[src/rtl/bool3_pkg.sv]
// Shared types and constants for the 3-input boolean gate exerciser.
package bool3_pkg;

    typedef enum logic [1:0] {
        StIdle,
        StDrive,
        StSample,
        StDone
    } state_e;

    localparam int unsigned NUM_VEC = 8;
    localparam int unsigned VEC_W   = 3;

    // d = ~((a|b)&c), bit i indexed by {a,b,c}
    localparam logic [NUM_VEC-1:0] EXPECT_NAND_OR = 8'h57;

endpackage

[src/rtl/bool3_if.sv]
// Pin-level interface to a 3-input/1-output combinational gate.
interface bool3_if;
    logic a;
    logic b;
    logic c;
    logic d_in;

    modport master (output a, output b, output c, input d_in);
    modport slave  (input a, input b, input c, output d_in);
endinterface

[src/rtl/bool3_settle_timer.sv]
// Settle counter: held clear while clr is high, counts while en, flags SETTLE-1.
module bool3_settle_timer #(
    parameter int unsigned SETTLE = 1
) (
    input  logic clk,
    input  logic rst,
    input  logic clr,
    input  logic en,
    output logic tc
);

    localparam logic [3:0] TERM = 4'(SETTLE - 1);

    logic [3:0] count;

    always_ff @(posedge clk) begin
        if (rst || clr) begin
            count <= 4'd0;
        end else if (en && !tc) begin
            count <= count + 4'd1;
        end
    end

    assign tc = (count == TERM);

endmodule

[src/rtl/bool3_exerciser.sv]
// Walks all 8 input vectors through a gate and scores d against EXPECT.
// Optional macro STOP_ON_FAIL_EN ends the run at the first mismatching vector.
module bool3_exerciser
    import bool3_pkg::*;
#(
    parameter int unsigned        SETTLE = 1,
    parameter logic [NUM_VEC-1:0] EXPECT = EXPECT_NAND_OR
) (
    input  logic               clk,
    input  logic               rst,
    input  logic               start,
    bool3_if.master            gate,
    output logic [VEC_W-1:0]   vec_idx,
    output logic               busy,
    output logic               done,
    output logic               pass,
    output logic [3:0]         err_count,
    output logic [NUM_VEC-1:0] fail_map
);

    state_e     state;
    logic       tc;
    logic       timer_clr;
    logic       timer_en;
    logic       mismatch;
    logic       last_vec;
    logic       finish_run;
    logic [3:0] err_next;

    assign gate.a = vec_idx[2];
    assign gate.b = vec_idx[1];
    assign gate.c = vec_idx[0];

    assign timer_en  = (state == StDrive);
    assign timer_clr = !timer_en;

    bool3_settle_timer #(
        .SETTLE (SETTLE)
    ) u_timer (
        .clk (clk),
        .rst (rst),
        .clr (timer_clr),
        .en  (timer_en),
        .tc  (tc)
    );

    always_comb begin
        mismatch = (state == StSample) && (gate.d_in != EXPECT[vec_idx]);
        last_vec = (vec_idx == VEC_W'(NUM_VEC - 1));
        err_next = err_count;
        if (mismatch && (err_count < 4'(NUM_VEC))) begin
            err_next = err_count + 4'd1;
        end
`ifdef STOP_ON_FAIL_EN
        finish_run = last_vec || mismatch;
`else
        finish_run = last_vec;
`endif
    end

    always_ff @(posedge clk) begin
        if (rst) begin
            state     <= StIdle;
            vec_idx   <= '0;
            busy      <= 1'b0;
            done      <= 1'b0;
            pass      <= 1'b0;
            err_count <= 4'd0;
            fail_map  <= '0;
        end else begin
            case (state)
                StIdle: begin
                    if (start) begin
                        state     <= StDrive;
                        vec_idx   <= '0;
                        err_count <= 4'd0;
                        fail_map  <= '0;
                        pass      <= 1'b0;
                        busy      <= 1'b1;
                    end
                end
                StDrive: begin
                    if (tc) begin
                        state <= StSample;
                    end
                end
                StSample: begin
                    err_count <= err_next;
                    if (mismatch) begin
                        fail_map[vec_idx] <= 1'b1;
                    end
                    // pass uses err_next so the final sample is included
                    if (finish_run) begin
                        state <= StDone;
                        done  <= 1'b1;
                        pass  <= (err_next == 4'd0);
                    end else begin
                        state   <= StDrive;
                        vec_idx <= vec_idx + VEC_W'(1);
                    end
                end
                StDone: begin
                    done  <= 1'b0;
                    busy  <= 1'b0;
                    state <= StIdle;
                end
                default: state <= StIdle;
            endcase
        end
    end

endmodule
[src/flat_wrapper.sv]
// flat-port wrapper written by rule: the top's interface ports become plain ports
module bool3_exerciser_flat import bool3_pkg::*;
#(
    parameter int unsigned        SETTLE = 1,
    parameter logic [NUM_VEC-1:0] EXPECT = EXPECT_NAND_OR
)
  (clk, rst, start, vec_idx, busy, done, pass, err_count, fail_map, gate_a, gate_b, gate_c, gate_d_in);
  bool3_if gate_i ();
  input  logic clk;
  input  logic rst;
  input  logic start;
  output logic [VEC_W-1:0] vec_idx;
  output logic busy;
  output logic done;
  output logic pass;
  output logic [3:0] err_count;
  output logic [NUM_VEC-1:0] fail_map;
  output wire logic [$bits(gate_i.a)-1:0] gate_a;
  output wire logic [$bits(gate_i.b)-1:0] gate_b;
  output wire logic [$bits(gate_i.c)-1:0] gate_c;
  input wire logic [$bits(gate_i.d_in)-1:0] gate_d_in;
  assign gate_a = gate_i.a;
  assign gate_b = gate_i.b;
  assign gate_c = gate_i.c;
  assign gate_i.d_in = gate_d_in;
  bool3_exerciser #(.SETTLE(SETTLE), .EXPECT(EXPECT)) u_core (.clk(clk), .rst(rst), .start(start), .gate(gate_i), .vec_idx(vec_idx), .busy(busy), .done(done), .pass(pass), .err_count(err_count), .fail_map(fail_map));
endmodule
[config.mk]
export PLATFORM = sky130hd
export DESIGN_NAME = bool3_exerciser_flat
export DESIGN_NICKNAME = d
export VERILOG_FILES = /design/src/rtl/bool3_pkg.sv /design/src/rtl/bool3_if.sv /design/src/rtl/bool3_settle_timer.sv /design/src/rtl/bool3_exerciser.sv /design/src/flat_wrapper.sv
export SDC_FILE = /design/constraint.sdc
export NUM_CORES = 1
export LEC_CHECK = 0
export CORE_ASPECT_RATIO = 0.75
export CORE_UTILIZATION = 49
export CTS_BUF_LIST = sky130_fd_sc_hd__clkbuf_8 sky130_fd_sc_hd__clkbuf_16
export DETAILED_ROUTE_END_ITERATION = 8
export PLACE_DENSITY = 0.81
export SYNTH_ARGS = -nofsm -noshare
export SYNTH_HDL_FRONTEND = slang
export SYNTH_SLANG_ARGS = --single-unit
[constraint.sdc]
create_clock -name clk -period 2.2 [get_ports clk]
set_clock_uncertainty 0.05 [all_clocks]
set_input_delay 0.44 -clock clk [delete_from_list [all_inputs] [get_ports clk]]
set_output_delay 0.44 -clock clk [all_outputs]
set_load 0.02 [all_outputs]
==> impl_metrics.py, run 1 <==
metrics = {
    "worst_setup_path": {
        "r2r_slack_ns": 0.36,
        "path_class": "register to primary output",
        "cp_num_cells": 1,
        "reg2reg_from": "u_core.vec_idx[1]",
        "path_max_fanout": 10,
        "cp.arrival_ns": 1.49,
        "cpMaxStageDelayCell": "clkdlybuf4s50_1",
        "start_kind": "register",
        "cp.required_ns": 1.71,
        "slowest_delay_ns": 0.68,
        "path_cells": "clkdlybuf4s50_1",
        "cp-end-kind": "primary output",
        "worst-r2r-cell-count": 6,
        "path_delay_family": "buffers and inverters",
        "crit_buf_inv": 1,
    },
    "routing": {
        "wl_mm": 2.433,
        "vias_per_cell": 5.430,
        "vias": 1048,
        "wl_met1_mm": 1.197,
        "drc_errors": 0,
        "wl_met2_mm": 1.064,
        "ant_nets": 0,
        "wl_met3_microns": 140,
        "drtPass1Iterations": 4,
        "first_iter_violations": 45,
        "post_drt_wl_per_cell_microns": 12.61,
        "highest_layer": "met4",
    },
    "placement": {
        "place.gp.congestion": 0.7671,
        "dp_hpwl_mm": 1.835,
        "portBuffers": 24,
        "placed_area_sq_um": 1458,
    },
    "yosys": {
        "post-synth-top-count-cell": "dfxtp_1",
        "synth_top_area_share_pct": 41.41,
        "synth_area_leader_cell": "dfxtp_1",
        "ys_types": 39,
        "syn_nets": 146,
        "yosys_warnings": 0,
        "synthTopCellsByArea": "dfxtp_1 (41%), ha_1 (5.2%), nor2_1 (5.0%), a21oi_1 (4.1%), a31oi_1 (3.6%)",
        "synth_edf_count": 0,
        "seq_area_frac_synth_pct": 41.41,
        "async_flop_share_pct": 0,
        "syn_area_sq_um": 1209,
        "synth_common_cells": "dfxtp_1 (25), nor2_1 (16), a21oi_1 (10), inv_1 (10), a31oi_1 (7)",
        "synth_cells": 137,
        "syn_area_per_cell_sq_um": 8.822,
        "ys_ff_latch": 25,
        "ys.flop_type": "dfxtp_1",
    },
    "final_layout": {
        "regArea_sq_um": 500.5,
        "design_area_sq_um": 1504,
        "n_antenna_cell": 0,
        "drive_gt1_share_pct": 5.031,
        "syn2layout_area_growth_pct": 24.43,
        "multi_input_area_sq_um": 629.4,
        "nNetsFinal": 169,
        "fillCellCount": 211,
        "fin_util_pct": 65.15,
    },
    "global_route": {
        "gr-usage-all-layers_pct": 21.17,
        "antenna_found_initial": 0,
        "grt_pass1_vias": 938,
        "grt_pass1_wl_mm": 4.091,
        "grt_max_degree": 18,
        "grt_remaining_overflow": 0,
    },
    "cts": {
        "cts.sinks": 25,
        "ctsHoldBuffers": 0,
        "path_clk_slew_ns": 0.08,
        "cts_tree": "built",
        "cts_resized": 0,
        "clock_latency_ns": 0.27,
        "cts_root_buf": "clkbuf_8",
        "h-tree-depth": 1,
        "numCtsBuffers": 3,
        "cts_setup_buffers": 0,
        "cts_max_path_buffers": 2,
    },
    "sta": {
        "finalSetupViolCount": 0,
        "tns_ns": 0,
        "final.min_clock_period_ns": 1.978,
        "rsz0062_at_grt": "false",
        "worst_pin_slew_ns": 0.6781,
        "relSlewSlack_pct": 54.70,
        "finalMaxSlewViolations": 0,
        "hold_viol": 0,
        "fmax_mhz": 505.6,
        "finalCritPeriodShare_pct": 89.91,
    },
    "hold_path": {
        "min_to": "u_core.fail_map[1]",
        "holdCritStartpoint": "u_core.fail_map[1]",
        "min_path_cells": 1,
        "holdCritPathClass": "register to register",
    },
    "run": {
        "cap_violations": 0,
    },
    "die": {
        "die-width_microns": 59.35,
        "dieArea_sq_um": 2671,
        "dieHeight_microns": 45.01,
        "io_pins": 25,
        "core-area_sq_um": 2308,
        "placementRows": 15,
        "start_util_pct": 52.36,
    },
    "power": {
        "leakage_nw": 0.5455,
        "p_per_area_nw_per_um2": 543.2,
        "p_total_uw": 817.0,
        "ir_worst_vdd_mv": 0.4680,
    },
    "run_status": {
        "outcome": "finished, final reports clean",
    },
}
[how the worst max path moves through the flow]
stage                       from           endpoint  slack [ns]
3_3_place_gp           gate_d_in        u_core.pass        0.23
4_1_cts        u_core.vec_idx[1]             gate_b        0.21
2_1_floorplan  u_core.vec_idx[1]  u_core.vec_idx[2]        0.50
3_5_place_dp           gate_d_in        u_core.pass        0.20
6_report       u_core.vec_idx[1]             gate_b        0.22
5_1_grt        u_core.vec_idx[1]         vec_idx[1]        0.14
[layout by cell type, fill, tap and decap left out, drive strengths merged, types with 2 or more instances in the layout]
master,synthesis,routed
dfxtp,25,25
clkdlybuf4s50,0,24
nor2,16,16
inv,10,10
a21oi,10,10
a31oi,7,7
nor3,6,6
o21ai,6,6
ha,5,5
a22o,4,4
nand2,4,4
o21a,4,4
mux2i,3,3
nor2b,3,3
clkbuf,1,3
nand2b,2,2
xor2,2,2
nor3b,2,2
or3,2,2
o21bai,2,2
xnor2,2,2
a211oi,2,2
[layout make-up]
cell class | count | area share, %
Clock inverter | 1 | 0.3328
Sequential cell | 25 | 33.28
Clock buffer | 3 | 2.745
Multi-Input combinational cell | 95 | 41.85
Timing Repair Buffer | 25 | 16.47
Inverter | 10 | 2.496
Tap cell | 34 | 2.829
[registers in the layout, indices dropped and copies added (netlist names), named ones only]
name	cells
u_core.fail_map	8
u_core.err_count	4
u_core.u_timer.count	4
u_core.vec_idx	3
u_core.state	2
u_core.busy	1
u_core.done	1
u_core.pass	1
[through the flow]
step                      setup WS, ns  std cells  hold slack [ns]
after floorplan                 0.4976        137           0.4300
after global placement          0.2335        189           0.3946
after detailed placement        0.2045        189           0.4039
after CTS                       0.2125        193           0.4239
after global routing            0.1399        193           0.4500
final                           0.2220        193           0.4182
[cells by family after synthesis]
| logic type | after synthesis | share of synthesized area (%) |
|---|---|---|
| AOI/OAI and AO/OA | 41 | 23.09 |
| xor gates and xnor gates | 4 | 3.520 |
| adders and majority gates | 5 | 5.176 |
| buffers and inverters | 17 | 6.521 |
| DFF | 25 | 41.41 |
| muxes | 3 | 2.485 |
| and+or+nand+nor | 42 | 17.81 |
[per-layer routing]
metal / track usage, % / vias up
met5: 0 / -
met3: 7.163 / 4
li1: - / 529
met1: 26.52 / 486
met4: 8.095 / 0
met2: 33.93 / 29
[power by group]
group	switching [mW]	internal, mW
clock network	0.138	0.127
logic	0.0445	0.0350
registers	0.0138	0.460
total	0.196	0.621
No activity file was read; power rests on OpenSTA's default activity.
==> inputs of run 2 (changes only) <==
ABC_AREA = 1   (was unset)
==> impl_metrics.py, run 2 <==
metrics = {
    "cts": {
        "clock_latency_ns": 0.27,
        "cts_setup_buffers": 0,
        "ctsHoldBuffers": 0,
        "cts_tree": "built",
        "numCtsBuffers": 3,
        "cts_resized": 0,
        "cts.sinks": 25,
        "cts_root_buf": "clkbuf_8",
        "h-tree-depth": 1,
        "cts_max_path_buffers": 2,
        "path_clk_slew_ns": 0.08,
    },
    "worst_setup_path": {
        "path_max_fanout": 8,
        "worst-r2r-cell-count": 9,
        "reg2reg_from": "u_core.vec_idx[1]",
        "cpMaxStageDelayCell": "clkdlybuf4s50_1",
        "cp-end-kind": "primary output",
        "r2r_slack_ns": 0.51,
        "cp.required_ns": 1.71,
        "slowest_delay_ns": 0.68,
        "path_class": "register to primary output",
        "path_cells": "clkdlybuf4s50_1",
        "start_kind": "register",
        "path_delay_family": "buffers and inverters",
        "cp.arrival_ns": 1.46,
        "crit_buf_inv": 1,
    },
    "sta": {
        "finalCritPeriodShare_pct": 88.45,
        "relSlewSlack_pct": 77.30,
        "rsz0062_at_grt": "false",
        "hold_viol": 0,
        "finalMaxSlewViolations": 0,
        "tns_ns": 0,
        "final.min_clock_period_ns": 1.946,
        "worst_pin_slew_ns": 0.3404,
        "fmax_mhz": 513.9,
        "finalSetupViolCount": 0,
    },
    "final_layout": {
        "n_antenna_cell": 0,
        "syn2layout_area_growth_pct": 24.87,
        "multi_input_area_sq_um": 548.0,
        "regMostFlops": "u_core.fail_map",
        "largest_register_ffs": 8,
        "drive_gt1_share_pct": 4.188,
        "fillCellCount": 213,
        "mostFrequentLayoutCell": "nand2_1",
        "top_regs": "u_core.fail_map x8, u_core.err_count x4, u_core.u_timer.count x4",
        "regArea_sq_um": 500.5,
        "layout_common_cells": "nand2_1 (31), inv_1 (30), dfxtp_1 (25)",
        "nNetsFinal": 201,
    },
    "routing": {
        "vias": 1149,
        "ant_nets": 0,
        "drc_errors": 0,
        "post_drt_wl_per_cell_microns": 12.01,
        "first_iter_violations": 33,
        "vias_per_cell": 5.107,
        "drtPass1Iterations": 4,
        "wl_mm": 2.703,
    },
    "yosys": {
        "synth_common_cells": "nand2_1 (31), inv_1 (30), dfxtp_1 (25)",
        "ys_ff_latch": 25,
        "synth_edf_count": 0,
        "yosys_warnings": 0,
        "syn_nets": 176,
        "syn_area_sq_um": 1202,
        "synthTopCellsByArea": "dfxtp_1 (42%), nand2_1 (9.7%), inv_1 (9.4%), a21oi_1 (7.9%), nand4_1 (5.7%)",
        "seq_area_frac_synth_pct": 41.62,
        "ys_types": 19,
        "synth_top_area_share_pct": 41.62,
        "synth_area_leader_cell": "dfxtp_1",
        "ys.flop_type": "dfxtp_1",
        "post-synth-top-count-cell": "nand2_1",
        "syn_area_per_cell_sq_um": 7.200,
        "async_flop_share_pct": 0,
        "synth_cells": 167,
    },
    "global_route": {
        "grt_pass1_vias": 990,
        "gr-usage-all-layers_pct": 22.55,
        "grt_pass1_wl_mm": 4.388,
        "grt_max_degree": 15,
        "antenna_found_initial": 0,
        "grt_remaining_overflow": 0,
    },
    "power": {
        "power.internal_uw": 611.5,
        "p_comb_share_pct": 9.0,
        "ir_worst_vdd_mv": 0.5151,
        "p_total_uw": 812.5,
        "p_per_area_nw_per_um2": 541.1,
        "clkPwrFrac_pct": 33.8,
        "power.switching_uw": 201.0,
        "leakage_nw": 0.5835,
        "p_seq_share_pct": 57.3,
        "p_sw_share_pct": 24.73,
    },
    "hold_path": {
        "holdCritStartpoint": "u_core.fail_map[0]",
        "min_to": "u_core.fail_map[0]",
        "holdCritPathClass": "register to register",
        "min_path_cells": 2,
    },
    "run_status": {
        "outcome": "finished, final reports clean",
    },
    "run": {
        "cap_violations": 0,
    },
    "placement": {
        "portBuffers": 24,
        "place.gp.congestion": 0.8027,
        "dp_hpwl_mm": 2.096,
    },
    "die": {
        "die-width_microns": 59.20,
        "start_util_pct": 52.09,
        "core-area_sq_um": 2308,
        "placementRows": 15,
        "dieArea_sq_um": 2658,
        "io_pins": 25,
        "dieHeight_microns": 44.90,
    },
}
[run 2: cell count changes after synthesis, moves of 6 or more]
| cell | before | now |
|---|---|---|
| nand2_1 | 4 | 31 |
| inv_1 | 10 | 30 |
| nand3_1 | 1 | 13 |
| nand4_1 | 1 | 11 |
| a21oi_1 | 10 | 19 |
| a31oi_1 | 7 | 0 |
| nor3_1 | 6 | 0 |
[run 2: layout make-up]
class	instances	share of cell area, %
flip-flops and latches	25	33.33
multi-input cells	106	36.50
well taps	34	2.833
clock inverters	1	0.3333
repair buffers	25	16.50
inverters	31	7.750
clock buffers	3	2.750
[run 2: power by group through the flow]
stage                     clock network (mW)  logic (mW)  registers [mW]
after floorplan                            0      0.0422           0.480
after global placement                     0      0.0701           0.475
after detailed placement                   0      0.0725           0.476
after CTS                              0.278      0.0726           0.465
after global routing                   0.299      0.0801           0.466
final                                  0.275      0.0728           0.465
[run 2: cell families (layout without fill, tap and decap cells)]
kind of cell               count (synthesis)  after routing  synth area share (%)
adders and majority gates                  5              5                 5.203
AOI/OAI and AO/OA                         30             30                 13.94
DFF                                       25             25                 41.62
and+or+nand+nor                           71             71                 26.43
buffers and inverters                     36             60                 12.80
[run 2: through the flow]
stage	area [sq um]	util, %	instances	hold slack (ns)	setup WS (ns)
floorplan	1202	-	167	0.3996	0.6256
global placement	1455	63.04	221	0.3907	0.4116
detailed placement	1455	63.04	221	0.3895	0.3223
CTS	1501	65.04	225	0.4022	0.2545
global route	1501	65.04	225	0.4279	0.2071
finish	1501	65.04	225	0.4016	0.2540
[run 2: worst max path at each step]
stage                                 start                 end  slack, ns  cells after the start
after floorplan           u_core.vec_idx[0]            register       0.63                      9
after global placement            gate_d_in  u_core.fail_map[3]       0.41                      7
after detailed placement          gate_d_in  u_core.fail_map[7]       0.32                      7
after CTS                 u_core.vec_idx[0]          vec_idx[0]       0.25                      1
after global routing      u_core.vec_idx[1]              gate_b       0.21                      1
final                     u_core.vec_idx[1]              gate_b       0.25                      1
[run 2: per-layer routing]
layer | global-route usage (%) | up-vias | wire, microns
met4 | 6.667 | 0 | 28
met5 | 0 | - | 0
met3 | 7.163 | 5 | 122
met2 | 37.30 | 19 | 1334
li1 | - | 592 | -
met1 | 28.34 | 533 | 1218
==> inputs of run 3 (changes only) <==
MAX_ROUTING_LAYER = met4   (was unset)
==> impl_metrics.py, run 3 (synthesis results as in run 2) <==
metrics = {
    "run_status": {
        "outcome": "finished, final reports clean",
    },
    "cts": {
        "path_clk_slew_ns": 0.08,
        "ctsHoldBuffers": 0,
        "cts_setup_buffers": 0,
        "cts_root_buf": "clkbuf_8",
        "cts.sinks": 25,
        "clock_latency_ns": 0.27,
        "h-tree-depth": 1,
        "numCtsBuffers": 3,
        "cts_resized": 0,
        "cts_tree": "built",
        "cts_max_path_buffers": 2,
    },
    "sta": {
        "finalCritPeriodShare_pct": 88.60,
        "relSlewSlack_pct": 78.17,
        "rsz0062_at_grt": "false",
        "tns_ns": 0,
        "fmax_mhz": 513.1,
        "finalSetupViolCount": 0,
        "final.min_clock_period_ns": 1.949,
        "hold_viol": 0,
        "finalMaxSlewViolations": 0,
        "worst_pin_slew_ns": 0.3273,
    },
    "global_route": {
        "gr-usage-all-layers_pct": 23.19,
        "grt_pass1_wl_mm": 4.388,
        "antenna_found_initial": 0,
        "grt_max_degree": 15,
        "grt_pass1_vias": 992,
        "grt_remaining_overflow": 0,
    },
    "worst_setup_path": {
        "crit_buf_inv": 1,
        "start_kind": "register",
        "path_cells": "clkdlybuf4s50_1",
        "path_delay_family": "buffers and inverters",
        "crit_start": "u_core.vec_idx[0]",
        "cp.required_ns": 1.71,
        "reg2reg_from": "u_core.vec_idx[0]",
        "path_class": "register to primary output",
        "cp.arrival_ns": 1.46,
        "cp-end-kind": "primary output",
        "cpMaxStageDelayCell": "clkdlybuf4s50_1",
        "slowest_delay_ns": 0.68,
        "worst-r2r-cell-count": 9,
        "path_max_fanout": 9,
        "cp_num_cells": 1,
    },
    "routing": {
        "first_iter_violations": 44,
        "vias_per_cell": 5.044,
        "vias": 1135,
        "ant_nets": 0,
        "drc_errors": 0,
        "drtPass1Iterations": 4,
        "wl_mm": 2.675,
        "post_drt_wl_per_cell_microns": 11.89,
    },
    "die": {
        "start_util_pct": 52.09,
        "dieArea_sq_um": 2658,
        "placementRows": 15,
        "core-area_sq_um": 2308,
        "dieHeight_microns": 44.90,
        "die-width_microns": 59.20,
        "io_pins": 25,
    },
    "power": {
        "ir_worst_vdd_mv": 0.5151,
        "leakage_nw": 0.5835,
        "p_per_area_nw_per_um2": 541.0,
        "p_total_uw": 812.3,
    },
    "final_layout": {
        "syn2layout_area_growth_pct": 24.87,
        "n_antenna_cell": 0,
        "layout_common_cells": "nand2_1 (31), inv_1 (30), dfxtp_1 (25)",
        "drive_gt1_share_pct": 4.188,
        "nNetsFinal": 201,
        "largest_register_ffs": 8,
        "fin_util_pct": 65.04,
        "regMostFlops": "u_core.fail_map",
        "design_area_sq_um": 1501,
        "fillCellCount": 213,
        "mostFrequentLayoutCell": "nand2_1",
        "final_cells": 225,
        "top_regs": "u_core.fail_map x8, u_core.err_count x4, u_core.u_timer.count x4",
    },
    "hold_path": {
        "holdCritStartpoint": "u_core.fail_map[0]",
        "holdCritPathClass": "register to register",
        "min_path_cells": 2,
    },
    "placement": {
        "placed_area_sq_um": 1455,
        "place_inst": 221,
        "place.gp.congestion": 0.8143,
        "dp_hpwl_mm": 2.096,
        "portBuffers": 24,
    },
    "run": {
        "cap_violations": 0,
    },
}
run 3: per-stage QoR:
stage,hold WS (ns),setup slack [ns]
after floorplan,0.3996,0.6256
after global placement,0.3907,0.4116
after detailed placement,0.3895,0.3223
after CTS,0.4022,0.2545
after global routing,0.4279,0.2084
final,0.4008,0.2509
run 3: final cells by class:
class                   instances  area, sq um  area share, %
clock buffers                   3        41.29          2.750
clock inverters                 1        5.005         0.3333
flip-flops and latches         25        500.5          33.33
multi-input cells             106        548.0          36.50
well taps                      34        42.54          2.833
repair buffers                 25        247.7          16.50
inverters                      31        116.4          7.750
run 3: path summary, 6_finish.rpt:
check | endpoint | slack [ns]
setup / recovery | vec_idx[0] | 0.25
hold / removal | u_core.fail_map[0] | 0.40
setup reg to reg | register | 0.52
hold reg to reg | u_core.fail_map[0] | 0.40
run 3: layer usage:
layer  track usage (%)  up-vias  share of wire (%)
met5                 -        -                  0
met4             6.667        0                1.0
met3             7.163        5                4.6
met2             37.30       24                 49
met1             28.16      516                 45
li1                  -      590                  -
run 3: power by group:
part | switching, mW | internal [mW] | total [mW]
logic | 0.0465 | 0.0260 | 0.0725
clock network | 0.148 | 0.127 | 0.275
registers | 0.00668 | 0.459 | 0.465
run 3: worst reg2reg max path: cells and delay by family (launching register included):
| kind | cells | cell delay (ns) |
|---|---|---|
| simple gates | 4 | 0.28 |
| flops | 1 | 0.51 |
| fa+ha+maj | 2 | 0.40 |
| buf+inv | 2 | 0.15 |
| compound gates | 1 | 0.18 |
